`config.mk`:
```
export PLATFORM = sky130hd
export DESIGN_NAME = logicnet_input_packer_flat
export DESIGN_NICKNAME = d
export VERILOG_FILES = /design/src/rtl/logicnet_input_packer_if.sv /design/src/rtl/logicnet_input_packer.sv /design/src/flat_wrapper.sv
export SDC_FILE = /design/constraint.sdc
export NUM_CORES = 1
export LEC_CHECK = 0
export CORE_ASPECT_RATIO = 1.4
export CORE_MARGIN = 2
export CORE_UTILIZATION = 30
export CTS_BUF_LIST = sky130_fd_sc_hd__clkbuf_8
export DETAILED_ROUTE_END_ITERATION = 16
export SKIP_CTS_REPAIR_TIMING = 1
export SLEW_MARGIN = 20
export SYNTH_ARGS = -nofsm -noshare
export SYNTH_HDL_FRONTEND = slang
export SYNTH_SLANG_ARGS = --single-unit
```
`constraint.sdc`:
```
create_clock -name clk -period 1.81 [get_ports clk]
set_input_delay 0.543 -clock clk [delete_from_list [all_inputs] [get_ports clk]]
set_output_delay 0.543 -clock clk [all_outputs]
set_load 0.01 [all_outputs]
```
`src/rtl/logicnet_input_packer_if.sv`:
```
`default_nettype none
// ============================================================================
// Module   : logicnet_input_packer_if
// Brief    : Sample stream in, packed vector out, for the input packer.
// Revision : 1.0
// ============================================================================
interface logicnet_input_packer_if #(
  parameter int IN_W   = 8,
  parameter int N_FEAT = 3,
  parameter int Q_BITS = 2
);
  logic                     s_valid;
  logic                     s_ready;
  logic [IN_W-1:0]          s_data;
  logic                     s_last;
  logic                     m_valid;
  logic                     m_ready;
  logic [N_FEAT*Q_BITS-1:0] m_data;

  modport slave (
    input  s_valid, s_data, s_last, m_ready,
    output s_ready, m_valid, m_data
  );

  modport master (
    output s_valid, s_data, s_last, m_ready,
    input  s_ready, m_valid, m_data
  );
endinterface
`default_nettype wire

```
`src/rtl/logicnet_input_packer.sv`:
```
`default_nettype none
// ============================================================================
// Module   : logicnet_input_packer
// Brief    : Quantizes signed samples and packs one frame into a layer-0 vector.
// Revision : 1.0
// ============================================================================
module logicnet_input_packer #(
  parameter int N_FEAT = 3,
  parameter int IN_W   = 8,
  parameter int Q_BITS = 2,
  parameter int SHIFT  = 5,
  parameter int ERR_W  = 8
) (
  input  wire logic               clk,
  input  wire logic               rst,
  logicnet_input_packer_if.slave  bus,
  output logic                    frame_err,
  output logic [ERR_W-1:0]        err_cnt
);
  localparam int OUT_W = N_FEAT * Q_BITS;
  localparam int IDX_W = (N_FEAT > 1) ? $clog2(N_FEAT) : 1;
  localparam logic [IN_W-1:0]  C_QMAX = IN_W'((1 << Q_BITS) - 1);
  localparam logic [IDX_W-1:0] C_LAST_IDX = IDX_W'(N_FEAT - 1);

  typedef enum logic [1:0] {
    ST_COLLECT = 2'd0,
    ST_OUTPUT  = 2'd1,
    ST_DRAIN   = 2'd2
  } state_t;

  state_t              r_state, w_state_nxt;
  logic [IDX_W-1:0]    r_idx, w_idx_nxt;
  logic [Q_BITS-1:0]   r_slot [N_FEAT];
  logic [OUT_W-1:0]    r_m_data;
  logic                r_m_valid;
  logic                r_s_ready;
  logic                r_frame_err;
  logic [ERR_W-1:0]    r_err_cnt;

  logic signed [IN_W-1:0] w_t;
  logic [Q_BITS-1:0]      w_q;
  logic [OUT_W-1:0]       w_packed;
  logic                   w_xfer, w_wr, w_load, w_err, w_last_slot;

  // Quantize: arithmetic shift, then clamp into 0 .. 2^Q_BITS-1.
  assign w_t = $signed(bus.s_data) >>> SHIFT;

  always_comb begin
    w_q = '0;
    if (w_t[IN_W-1]) begin
      w_q = '0;
    end else if ($unsigned(w_t) > C_QMAX) begin
      w_q = '1;
    end else begin
      w_q = w_t[Q_BITS-1:0];
    end
  end

  // The final feature bypasses the shadow slots so the vector loads on the last beat.
  for (genvar i = 0; i < N_FEAT; i++) begin : g_pack
    if (i == N_FEAT - 1) begin : g_cur
      assign w_packed[i*Q_BITS +: Q_BITS] = w_q;
    end else begin : g_shadow
      assign w_packed[i*Q_BITS +: Q_BITS] = r_slot[i];
    end
  end

  assign w_xfer      = bus.s_valid && r_s_ready;
  assign w_last_slot = (r_idx == C_LAST_IDX);

  always_comb begin
    w_state_nxt = r_state;
    w_idx_nxt   = r_idx;
    w_wr        = 1'b0;
    w_load      = 1'b0;
    w_err       = 1'b0;
    case (r_state)
      ST_COLLECT: begin
        if (w_xfer) begin
          w_wr = 1'b1;
          if (w_last_slot) begin
            w_idx_nxt = '0;
            if (bus.s_last) begin
              w_load      = 1'b1;
              w_state_nxt = ST_OUTPUT;
            end else begin
              w_err       = 1'b1;
              w_state_nxt = ST_DRAIN;
            end
          end else if (bus.s_last) begin
            w_err     = 1'b1;
            w_idx_nxt = '0;
          end else begin
            w_idx_nxt = r_idx + IDX_W'(1);
          end
        end
      end
      ST_OUTPUT: begin
        if (r_m_valid && bus.m_ready) begin
          w_state_nxt = ST_COLLECT;
        end
      end
      ST_DRAIN: begin
        if (w_xfer && bus.s_last) begin
          w_idx_nxt   = '0;
          w_state_nxt = ST_COLLECT;
        end
      end
      default: begin
        w_idx_nxt   = '0;
        w_state_nxt = ST_COLLECT;
      end
    endcase
  end

  always_ff @(posedge clk or posedge rst) begin
    if (rst) begin
      r_state <= ST_COLLECT;
      r_idx   <= '0;
    end else begin
      r_state <= w_state_nxt;
      r_idx   <= w_idx_nxt;
    end
  end

  // s_ready is registered so it stays low throughout reset and rises one edge later.
  always_ff @(posedge clk or posedge rst) begin
    if (rst) begin
      r_s_ready   <= 1'b0;
      r_m_valid   <= 1'b0;
      r_m_data    <= '0;
      r_frame_err <= 1'b0;
      r_err_cnt   <= '0;
      for (int i = 0; i < N_FEAT; i++) begin
        r_slot[i] <= '0;
      end
    end else begin
      r_s_ready   <= (w_state_nxt != ST_OUTPUT);
      r_frame_err <= w_err;
      if (w_err && (r_err_cnt != {ERR_W{1'b1}})) begin
        r_err_cnt <= r_err_cnt + ERR_W'(1);
      end
      if (w_wr) begin
        r_slot[r_idx] <= w_q;
      end
      if (w_load) begin
        r_m_data  <= w_packed;
        r_m_valid <= 1'b1;
      end else if (r_m_valid && bus.m_ready) begin
        r_m_valid <= 1'b0;
      end
    end
  end

  assign bus.s_ready = r_s_ready;
  assign bus.m_valid = r_m_valid;
  assign bus.m_data  = r_m_data;
  assign frame_err   = r_frame_err;
  assign err_cnt     = r_err_cnt;
endmodule
`default_nettype wire
```
`src/flat_wrapper.sv`:
```
// flat-port wrapper written by rule: the top's interface ports become plain ports
module logicnet_input_packer_flat 
#(
  parameter int N_FEAT = 3,
  parameter int IN_W   = 8,
  parameter int Q_BITS = 2,
  parameter int SHIFT  = 5,
  parameter int ERR_W  = 8
)
  (clk, rst, frame_err, err_cnt, bus_s_valid, bus_s_data, bus_s_last, bus_m_ready, bus_s_ready, bus_m_valid, bus_m_data);
  logicnet_input_packer_if #(.IN_W(IN_W), .N_FEAT(N_FEAT), .Q_BITS(Q_BITS)) bus_i ();
  input  wire logic clk;
  input  wire logic rst;
  output logic frame_err;
  output logic [ERR_W-1:0] err_cnt;
  input wire logic [$bits(bus_i.s_valid)-1:0] bus_s_valid;
  input wire logic [$bits(bus_i.s_data)-1:0] bus_s_data;
  input wire logic [$bits(bus_i.s_last)-1:0] bus_s_last;
  input wire logic [$bits(bus_i.m_ready)-1:0] bus_m_ready;
  output wire logic [$bits(bus_i.s_ready)-1:0] bus_s_ready;
  output wire logic [$bits(bus_i.m_valid)-1:0] bus_m_valid;
  output wire logic [$bits(bus_i.m_data)-1:0] bus_m_data;
  assign bus_i.s_valid = bus_s_valid;
  assign bus_i.s_data = bus_s_data;
  assign bus_i.s_last = bus_s_last;
  assign bus_i.m_ready = bus_m_ready;
  assign bus_s_ready = bus_i.s_ready;
  assign bus_m_valid = bus_i.m_valid;
  assign bus_m_data = bus_i.m_data;
  logicnet_input_packer #(.N_FEAT(N_FEAT), .IN_W(IN_W), .Q_BITS(Q_BITS), .SHIFT(SHIFT), .ERR_W(ERR_W)) u_core (.clk(clk), .rst(rst), .bus(bus_i), .frame_err(frame_err), .err_cnt(err_cnt));
endmodule
```
* After elaboration in Yosys (flattened, before gate mapping)
Index checks and enable logic that the tools add are counted. W data, S select, Z words.
Word-level totals: flip-flop bits (word level) 27, output and inout port bits 17, logic and storage cells 60
Cells by class: $add $sub $neg 2, order comparisons 3, equality and inequality tests 7, multiplexer cells 28, bitwise operators 2, reduce and logical (&&, ||, !) cells 8
Operators with widths (count):
- $mux W2 | 12
- $mux W1 | 12
- $pmux W2 S3 | 2
- $add A8 B1 Y8 const B | 1
- $gt A8 B2 Y1 const B | 1
- $ne A8 B8 Y1 const B | 1
- $bwmux W6 | 1
- $ne A2 B1 Y1 const B | 3
- $logic_and A1 B1 Y1 | 5
- $demux W2 S2 | 1
- $eq A2 B2 Y1 const B | 2
- $ge A3 B3 Y1 const B | 1
- $lt A3 B1 Y1 const B | 1
- $not A2 Y3 | 1
- $reduce_and A3 Y1 | 1
- $add A2 B1 Y2 const B | 1
- $eq A2 B1 Y1 const B | 1
- $logic_not A2 Y1 | 1
- $reduce_bool A2 Y1 | 1
- $not A1 Y1 | 1

* Depth between registers and ports, before layout
Gate-level depths: netlist of run 1.
depth after elaboration 6, depth in mapped cells 7, mapped depth without buffers 7

* Worst setup path after synthesis of run 1
No wires, ideal clock.
path type register -> register, start point register u_core.r_idx[0], end point register u_core.r_err_cnt[5] (netlist: u_core.err_cnt[5]), arrival 1.866 ns, path slack -0.183 ns, stages on the path, launching flop included 8, path buffers 0, clock period less this slack 1.993 ns, cells stage by stage dfrtp_1 inv_1 ha_1 ha_1 nand4_1 nor4_2 and3_1 mux2_1
On the way: cells in the longest elaborated chain, start to end 5
RTL lines:
- start: declaration | line logicnet_input_packer.sv:32 | logic [IDX_W-1:0] r_idx, w_idx_nxt;
- start signal: assignment | line logicnet_input_packer.sv:122 | r_idx <= w_idx_nxt;
- $eq A2 B2 Y1 | line logicnet_input_packer.sv:69 | assign w_last_slot = (r_idx == C_LAST_IDX);
- $mux W1 | line logicnet_input_packer.sv:81 | if (w_last_slot) begin
- $mux W1 | line logicnet_input_packer.sv:79 | if (w_xfer) begin
- $mux W1 | line logicnet_input_packer.sv:77 | case (r_state)
- $logic_and A1 B1 Y1 | line logicnet_input_packer.sv:140 | if (w_err && (r_err_cnt != {ERR_W{1'b1}})) begin
- end signal: assignment | line logicnet_input_packer.sv:141 | r_err_cnt <= r_err_cnt + ERR_W'(1);
- end: declaration | line logicnet_input_packer.sv:38 | logic [ERR_W-1:0] r_err_cnt;
Every way passes these cells. A chain may end at the register's enable or synchronous reset.

* Final worst setup path of run 1
start point register u_core.r_idx[1], end point register u_core.r_err_cnt[5] (netlist: u_core.err_cnt[5])
The elaborated chain is that of the path after synthesis.

==> results of run 1 <==
-- final cells by class --
class | count | share of cell area
well taps | 43 | 0.0309
clock inverters | 1 | 0.00215
inverters | 7 | 0.0158
clock buffers | 3 | 0.0237
repair buffers | 48 | 0.247
flip-flops and latches | 25 | 0.362
multi-input cells | 65 | 0.319
-- stage by stage --
step / setup TNS, ps / cells / util
after detailed placement: -5220 / 176 / 0.411
final: -36.0 / 192 / 0.453
after global placement: -4570 / 176 / 0.411
after CTS: -866 / 180 / 0.423
after floorplan: -171 / 99 / -
after global routing: -136 / 192 / 0.453
-- registers in the layout, summed over array words and instances (netlist names) --
register,flops
u_core.err_cnt,8
u_core.bus.m_data,6
u_core.r_slot,4
u_core.r_idx,2
u_core.r_state,2
u_core.bus.m_valid,1
u_core.bus.s_ready,1
u_core.frame_err,1
-- cell families (layout without fill, tap and decap cells) --
family	after synthesis	count (layout)	share of synthesized area
multiplexers	13	13	0.127
buffers and inverters	9	59	0.0318
AND/OR/NAND/NOR	27	27	0.143
flip-flops	25	25	0.530
XOR/XNOR	3	3	0.0222
AO/OA/AOI/OAI	17	17	0.0932
adder cells (fa/ha/maj)	5	5	0.0530
-- worst register-to-register path, stage by stage (launching register included) --
cell     delay [ps]
dfrtp_1         420
ha_4            190
ha_4            260
nand4_1         130
nor4_4          230
and3_1          220
mux2_4          290
-- report_power, final --
| part | internal, mW | leakage (nW) | switching (mW) |
|---|---|---|---|
| sequential | 0.760 | 0.321 | 0.164 |
| clock | 0.151 | 0.0269 | 0.165 |
| combinational | 0.638 | 0.491 | 0.466 |
| total | 1.55 | 0.839 | 0.795 |
-- final timing paths --
kind | end
setup reg to reg | u_core.err_cnt[5]$_DFFE_PP0P_
hold reg to reg | u_core.bus.m_data[1]$_DFFE_PP0P_
min in group asynchronous | u_core.err_cnt[3]$_DFFE_PP0P_
max in group asynchronous | u_core.err_cnt[7]$_DFFE_PP0P_
hold / removal | u_core.bus.m_data[1]$_DFFE_PP0P_
setup / recovery | u_core.err_cnt[5]$_DFFE_PP0P_
-- routing by layer --
metal,global-route usage,part of all wire,vias to the layer above
li1,-,-,456
met2,0.233,0.56,28
met1,0.130,0.38,466
met5,0,0,-
met3,0.0247,0.041,6
met4,0.0581,0.016,0
-- placed cells by master, fill, tap and decap left out, types with 3 or more instances in the layout --
cell type / n
clkdlybuf4s50_1: 20
inv_1: 6
dfrtp_1: 21
mux2_1: 11
nand4_1: 3
dlymetal6s2s_1: 4
buf_4: 24
clkbuf_8: 3
dfrtp_2: 4
a21oi_1: 6
ha_1: 3
nand2_1: 6
==> impl_metrics.tcl, run 1 <==
set metrics [dict create \
    place_hpwl_um 2020 \
    grt_pass1_vias 993 \
    yosys_warnings 0 \
    place.gp.congestion 0.762 \
    worstHoldPathCells 1 \
    grt_pass1_wl_um 4420 \
    synth.top_cell.area_share 0.530 \
    path_max_fanout 4 \
    crit_path_frequent_cell "ha_4" \
    die_h_um 78.2 \
    first_pass_iters 4 \
    synth_edf_count 0 \
    p_per_area_mw_per_mm2 1340 \
    worstPathArrival_ps 2000 \
    yosysMostFrequentCell "dfrtp_1" \
    startpoint_type "register" \
    ys_async_sr_fraction 1.00 \
    worstRegToRegCells 6 \
    rsz0062_at_grt "true" \
    relSlewSlack 0.787 \
    skew_ps 4.88 \
    fmax_ghz 0.542 \
    coreArea_mm2 0.00385 \
    port_buffers 24 \
    placed_area_mm2 0.00158 \
    clock_latency_ps 260 \
    mappedNetlistNets 117 \
    crit_family "simple AND/OR/NAND/NOR gates" \
    regToRegSetupSlack_ps -40 \
    synth_cell_types 32 \
    antenna_found_initial 0 \
    fin_crit_sh 1.02 \
    start_util 0.307 \
    violations "setup timing" \
    synth_seq_cells 25 \
    min_period_ps 1850 \
    seqCellArea_um2 631 \
    cts_buffers 3 \
    worstSetupStartpoint "u_core.r_idx[1]$_DFFE_PP0P_" \
    die_area_mm2 0.00446 \
    worst_pin_slew_ps 320 \
    drt_wl_total_um 2690 \
    synth_top_area_cell "dfrtp_1" \
    row_count 27 \
    nets 168 \
    hold_viol_final 0 \
    finalPower_mw 2.34 \
    synth.area.top_cells "dfrtp_1, mux2_1, ha_1" \
    vias 956 \
    drive_gt1_frac 0.282 \
    cts_buffer_depth 2 \
    netlist_area_mm2 0.00118 \
    clk_pin_slew_worst_paths_ps 80 \
    avgRoutedWirePerCell_um 14.0 \
    routed_via_density 4.98 \
    cpMaxStageDelayCell "dfrtp_1" \
    diodes 0 \
    areaGrowthSynthToFinish_pct 47.6 \
    multi_input_area_um2 556 \
    drv_slew 0 \
    fin_area_mm2 0.00174 \
    cp.depth 6 \
    grt_max_degree 26 \
    drc 0 \
    r2r_start "u_core.r_idx[1]$_DFFE_PP0P_" \
    max_stage_delay_ps 420 \
    synth_common_cells "dfrtp_1, mux2_1, a21oi_1, inv_1, nand2_1" \
    cts.sinks 25 \
    cts-root-buf "clkbuf_8" \
    pin_count 30 \
    layout_setup_ws_ps -36.0 \
    pre_cts_ws_ps -695 \
    synthFlopType "dfrtp_1" \
    max_cap_viol_count 0 \
    ant_nets 0 \
    ir_drop_mv 0.592 \
    fillCellCount 379 \
    htree_levels 1 \
    synth_cells 99 \
    crit_chain "ha_4, ha_4, nand4_1, nor4_4, and3_1, mux2_4" \
    die_x_um 57.0 \
    path_class "reg2reg" \
    worstPathRequired_ps 1970 \
    first_iter_violations 34 \
    hp-start "u_core.r_slot[5]$_DFFE_PP0P_" \
    grt_usage 0.125 \
    whs_ps 491 \
    cp-end-kind "register" \
    status "finished, violations left" \
    p_leak_nw 0.839 \
    path_buf_inv 0 \
    ys_seq_area_frac 0.530 \
    hp-class "reg2reg" \
    avgSynthCellArea_um2 11.9 \
    grt_overflow_total 0 \
    cts_tree "done" \
    setup_viol_count_final 1 \
]
Note: power is estimated with default switching activity, not from simulation.
==> inputs of run 2 (changes only) <==
--- a/config.mk
+++ b/config.mk
@@ -6,9 +6,9 @@
 export NUM_CORES = 1
 export LEC_CHECK = 0
 export CORE_ASPECT_RATIO = 1.4
-export CORE_MARGIN = 2
 export CORE_UTILIZATION = 30
 export CTS_BUF_LIST = sky130_fd_sc_hd__clkbuf_8
+export CTS_CLUSTER_SIZE = 25
 export DETAILED_ROUTE_END_ITERATION = 16
 export SKIP_CTS_REPAIR_TIMING = 1
 export SLEW_MARGIN = 20
==> impl_metrics.tcl, run 2 (synthesis results as in run 1) <==
set metrics [dict create \
    nets 168 \
    min_period_ps 1780 \
    crit_chain "clkdlybuf4s50_1, and4bb_2, nand2_2, nor2_1, mux2_1" \
    pin_count 30 \
    grt_overflow_total 0 \
    startpoint_type "input pin" \
    row_count 26 \
    start_util 0.318 \
    drv_slew 0 \
    worstPathArrival_ps 1930 \
    diodes 0 \
    p_int_mw 1.55 \
    path_max_fanout 4 \
    avgRoutedWirePerCell_um 14.4 \
    wl_met3_um 79 \
    layout_commonest_cell "buf_4" \
    first_iter_violations 26 \
    die_area_mm2 0.00420 \
    wl_met2_um 1590 \
    die_x_um 55.0 \
    cpMaxStageDelayCell "clkdlybuf4s50_1" \
    drt_wl_total_um 2750 \
    grt_pass1_wl_um 4400 \
    p_per_area_mw_per_mm2 1350 \
    skew_ps 2.27 \
    drive_gt1_frac 0.275 \
    p_seq_frac 0.386 \
    status "finished, final reports clean" \
    ant_nets 0 \
    antenna_found_initial 0 \
    fmax_ghz 0.562 \
    die_h_um 76.2 \
    cp-end-kind "register" \
    drc 0 \
    grt_usage 0.142 \
    place.gp.congestion 0.740 \
    grt_max_degree 26 \
    cts_buffers 3 \
    max_cap_viol_count 0 \
    fin_crit_sh 0.983 \
    p_switching_mw 0.783 \
    vias 955 \
    cts_tree "done" \
    top_layer "met4" \
    htree_levels 1 \
    clk_pin_slew_worst_paths_ps 80 \
    first_pass_iters 3 \
    largest_register_ff_count 8 \
    finalPower_mw 2.33 \
    fillCellCount 377 \
    port_buffers 24 \
    path_class "in2reg" \
    final.setup.tns_ps 0 \
    hp-class "reg2reg" \
    worst_pin_slew_ps 321 \
    path_buf_inv 1 \
    place_hpwl_um 2100 \
    ir_drop_mv 0.669 \
    worstPathRequired_ps 1960 \
    wl_met1_um 1040 \
    max_stage_delay_ps 500 \
    clock_latency_ps 260 \
    cts.sinks 25 \
    p_leak_nw 0.845 \
    relSlewSlack 0.786 \
    power_frac_clock 0.137 \
    coreArea_mm2 0.00371 \
    cts_buffer_depth 2 \
    areaGrowthSynthToFinish_pct 46.6 \
    crit_family "simple AND/OR/NAND/NOR gates" \
    rsz0062_at_grt "true" \
    combPwrFrac 0.477 \
    whs_ps 494 \
    final_cell_mix "buf_4, dfrtp_1, clkdlybuf4s50_1, mux2_1" \
    setup_viol_count_final 0 \
    cts-root-buf "clkbuf_8" \
    grt_pass1_vias 994 \
    routed_via_density 5.00 \
    swShare 0.336 \
    hold_viol_final 0 \
]
run 2: cell count changes in the layout (fill, tap and decap cells not counted), sizes merged:
cell and delta:
clkinv +1, inv -1
run 2: worst paths after layout:
path	startpoint	end	slack, ps	cells after the start
max reg2reg	u_core.r_idx[1]$_DFFE_PP0P_	u_core.err_cnt[5]$_DFFE_PP0P_	70	6
max	bus_s_valid	u_core.err_cnt[6]$_DFFE_PP0P_	30	5
min	u_core.r_slot[5]$_DFFE_PP0P_	u_core.bus.m_data[1]$_DFFE_PP0P_	490	1
min in group asynchronous	rst	u_core.bus.m_data[3]$_DFFE_PP0P_	620	3
max in group asynchronous	rst	u_core.err_cnt[3]$_DFFE_PP0P_	920	3
min reg2reg	u_core.r_slot[5]$_DFFE_PP0P_	u_core.bus.m_data[1]$_DFFE_PP0P_	490	1
run 2: metal layers:
metal,global-route usage,vias to the layer above
met1,0.169,477
li1,-,456
met3,0.0220,6
met5,0,-
met2,0.240,16
met4,0.0600,0
run 2: layout make-up:
type | count | area [µm²] | area share
sequential | 25 | 628 | 0.363
multi-input combinational | 65 | 547 | 0.316
timing repair buffer | 48 | 430 | 0.249
tap | 42 | 52.6 | 0.0303
clock buffer | 3 | 41.3 | 0.0238
inverter | 7 | 27.5 | 0.0159
clock inverter | 1 | 5.00 | 0.00289
run 2: power by group through the flow:
stage,combinational [mW],clock [mW],sequential (mW)
final,1.11,0.321,0.900
after global routing,1.22,0.364,0.920
after CTS,1.04,0.335,0.918
after detailed placement,1.03,0,0.929
after global placement,0.988,0,0.921
after floorplan,0.470,0,0.949
run 2: through the flow:
step,instance area [µm²],utilization,std cells,worst slack [ps]
after global placement,1620,0.437,180,-512
after CTS,1670,0.449,184,-269
after global routing,1730,0.467,191,-14.6
after detailed placement,1620,0.437,180,-552
final,1730,0.467,191,31.1
after floorplan,1210,-,99,-171
run 2: worst reg2reg max path, stage by stage (launching register included):
cell     delay [ps]
dfrtp_1         420
ha_4            190
ha_4            260
nand4_1          80
nor4_2          190
and3_1          210
mux2_4          290
==> inputs of run 3 (changes only) <==
==> constraint.sdc (replaced) <==
create_clock -name clk -period 1.6 [get_ports clk]
set_input_delay 0.48 -clock clk [delete_from_list [all_inputs] [get_ports clk]]
set_output_delay 0.48 -clock clk [all_outputs]
set_load 0.01 [all_outputs]
==> impl_metrics.tcl, run 3 (synthesis results as in run 1) <==
set metrics [dict create \
    violations "setup timing" \
    r2r_start "u_core.r_idx[1]$_DFFE_PP0P_" \
    coreArea_mm2 0.00371 \
    place_hpwl_um 1920 \
    largest_register_ff_count 8 \
    cts_buffer_depth 2 \
    die_x_um 55.0 \
    cp.depth 6 \
    finalPower_mw 2.64 \
    max_cap_viol_count 0 \
    areaGrowthSynthToFinish_pct 52.0 \
    final_cell_mix "dfrtp_1, buf_4, dlymetal6s2s_1, mux2_1, clkdlybuf4s50_1" \
    drt_wl_total_um 2630 \
    drc 0 \
    worstPathRequired_ps 1760 \
    gr-max-usage-layer "met2" \
    p_leak_nw 1.06 \
    avgRoutedWirePerCell_um 13.8 \
    diodes 0 \
    min_period_ps 1760 \
    grt_usage 0.136 \
    worstSetupStartpoint "u_core.r_idx[1]$_DFFE_PP0P_" \
    clk_pin_slew_worst_paths_ps 90 \
    cp-end-kind "register" \
    use_met2 0.235 \
    worst_pin_slew_ps 320 \
    row_count 26 \
    nets 167 \
    swShare 0.343 \
    hp-class "reg2reg" \
    grt_pass1_wl_um 4280 \
    die_area_mm2 0.00420 \
    layout_setup_ws_ps -155 \
    path_class "reg2reg" \
    ant_nets 0 \
    cts.sinks 25 \
    final.setup.tns_ps -333 \
    setup_viol_count_final 4 \
    endpoint "u_core.err_cnt[5]$_DFFE_PP0P_" \
    fmax_ghz 0.570 \
    drive_gt1_frac 0.297 \
    die_h_um 76.2 \
    crit_chain "ha_4, ha_4, nand4_1, nor4_2, and3_1, mux2_4" \
    p_switching_mw 0.904 \
    layout_commonest_cell "dfrtp_1" \
    crit_path_frequent_cell "ha_4" \
    p_int_mw 1.73 \
    p_per_area_mw_per_mm2 1470 \
    status "finished, violations left" \
    max_stage_delay_ps 420 \
    rsz0062_at_grt "true" \
    path_buf_inv 0 \
    path_max_fanout 2 \
    worstPathArrival_ps 1910 \
    worstRegToRegCells 6 \
    grt_max_degree 26 \
    grtUsageMet3 0.0220 \
    cpMaxStageDelayCell "dfrtp_1" \
    relSlewSlack 0.787 \
    start_util 0.318 \
    antenna_found_initial 0 \
    htree_levels 1 \
    crit_family "simple AND/OR/NAND/NOR gates" \
    power_frac_clock 0.144 \
    cts_tree "done" \
    seqCellArea_um2 626 \
    met1_usage 0.161 \
    grt_pass1_vias 977 \
    pin_count 30 \
    ir_drop_mv 0.893 \
    hold_viol_final 0 \
    combPwrFrac 0.479 \
    first_iter_violations 24 \
    cts_buffers 3 \
    drv_slew 0 \
    regToRegSetupSlack_ps -160 \
    timing.rr.end "u_core.err_cnt[5]$_DFFE_PP0P_" \
    pre_cts_ws_ps -696 \
    place.gp.congestion 0.811 \
    p_seq_frac 0.377 \
    port_buffers 24 \
    first_pass_iters 4 \
    grt_overflow_total 0 \
    fillCellCount 363 \
    clock_latency_ps 270 \
    cts-root-buf "clkbuf_8" \
    vias 955 \
    multi_input_area_um2 582 \
    skew_ps 4.15 \
    routed_via_density 5.03 \
    fin_crit_sh 1.10 \
    startpoint_type "register" \
]
run 3: cell count changes in the layout (fill, tap and decap cells not counted), moves of 2 or more:
cell,change
clkdlybuf4s50_1,-14
clkinv_2,-2
dfrtp_1,+2
dfrtp_2,-2
dlymetal6s2s_1,+14
run 3: power groups by stage:
stage / clock network, mW / logic (mW) / registers (mW)
floorplan: 0 / 0.532 / 1.07
global placement: 0 / 1.15 / 1.02
detailed placement: 0 / 1.17 / 1.03
CTS: 0.394 / 1.18 / 1.02
global route: 0.417 / 1.38 / 1.02
finish: 0.380 / 1.26 / 0.994
run 3: cell type report:
| class | count | area share |
|---|---|---|
| sequential | 25 | 0.348 |
| multi-input combinational | 65 | 0.324 |
| timing repair buffer | 47 | 0.255 |
| tap | 42 | 0.0293 |
| clock buffer | 3 | 0.0230 |
| inverter | 7 | 0.0160 |
| clock inverter | 1 | 0.00418 |
run 3: how the worst min path moves through the flow:
stage	depth (start not counted)	endpoint	startpoint
floorplan	1	u_core.bus.m_data[0]$_DFFE_PP0P_	u_core.r_slot[4]$_DFFE_PP0P_
global placement	1	u_core.bus.m_data[1]$_DFFE_PP0P_	u_core.r_slot[5]$_DFFE_PP0P_
detailed placement	1	u_core.bus.m_data[1]$_DFFE_PP0P_	u_core.r_slot[5]$_DFFE_PP0P_
CTS	1	u_core.bus.m_data[1]$_DFFE_PP0P_	u_core.r_slot[5]$_DFFE_PP0P_
global route	1	u_core.bus.m_data[2]$_DFFE_PP0P_	u_core.bus.m_data[2]$_DFFE_PP0P_
finish	1	u_core.bus.m_data[4]$_DFFE_PP0P_	u_core.bus.m_data[4]$_DFFE_PP0P_
run 3: stage by stage:
stage               std cells  hold slack, ps   util  cell area (µm²)
finish                    190             491  0.484             1800
floorplan                  99             454      -             1210
global route              190             514  0.484             1800
detailed placement        180             479  0.437             1620
global placement          180             464  0.437             1620
CTS                       184             501  0.450             1670
run 3: routing by layer:
metal,part of all wire,vias up
li1,-,458
met1,0.41,475
met2,0.54,16
met3,0.024,6
met4,0.020,0
met5,0,-
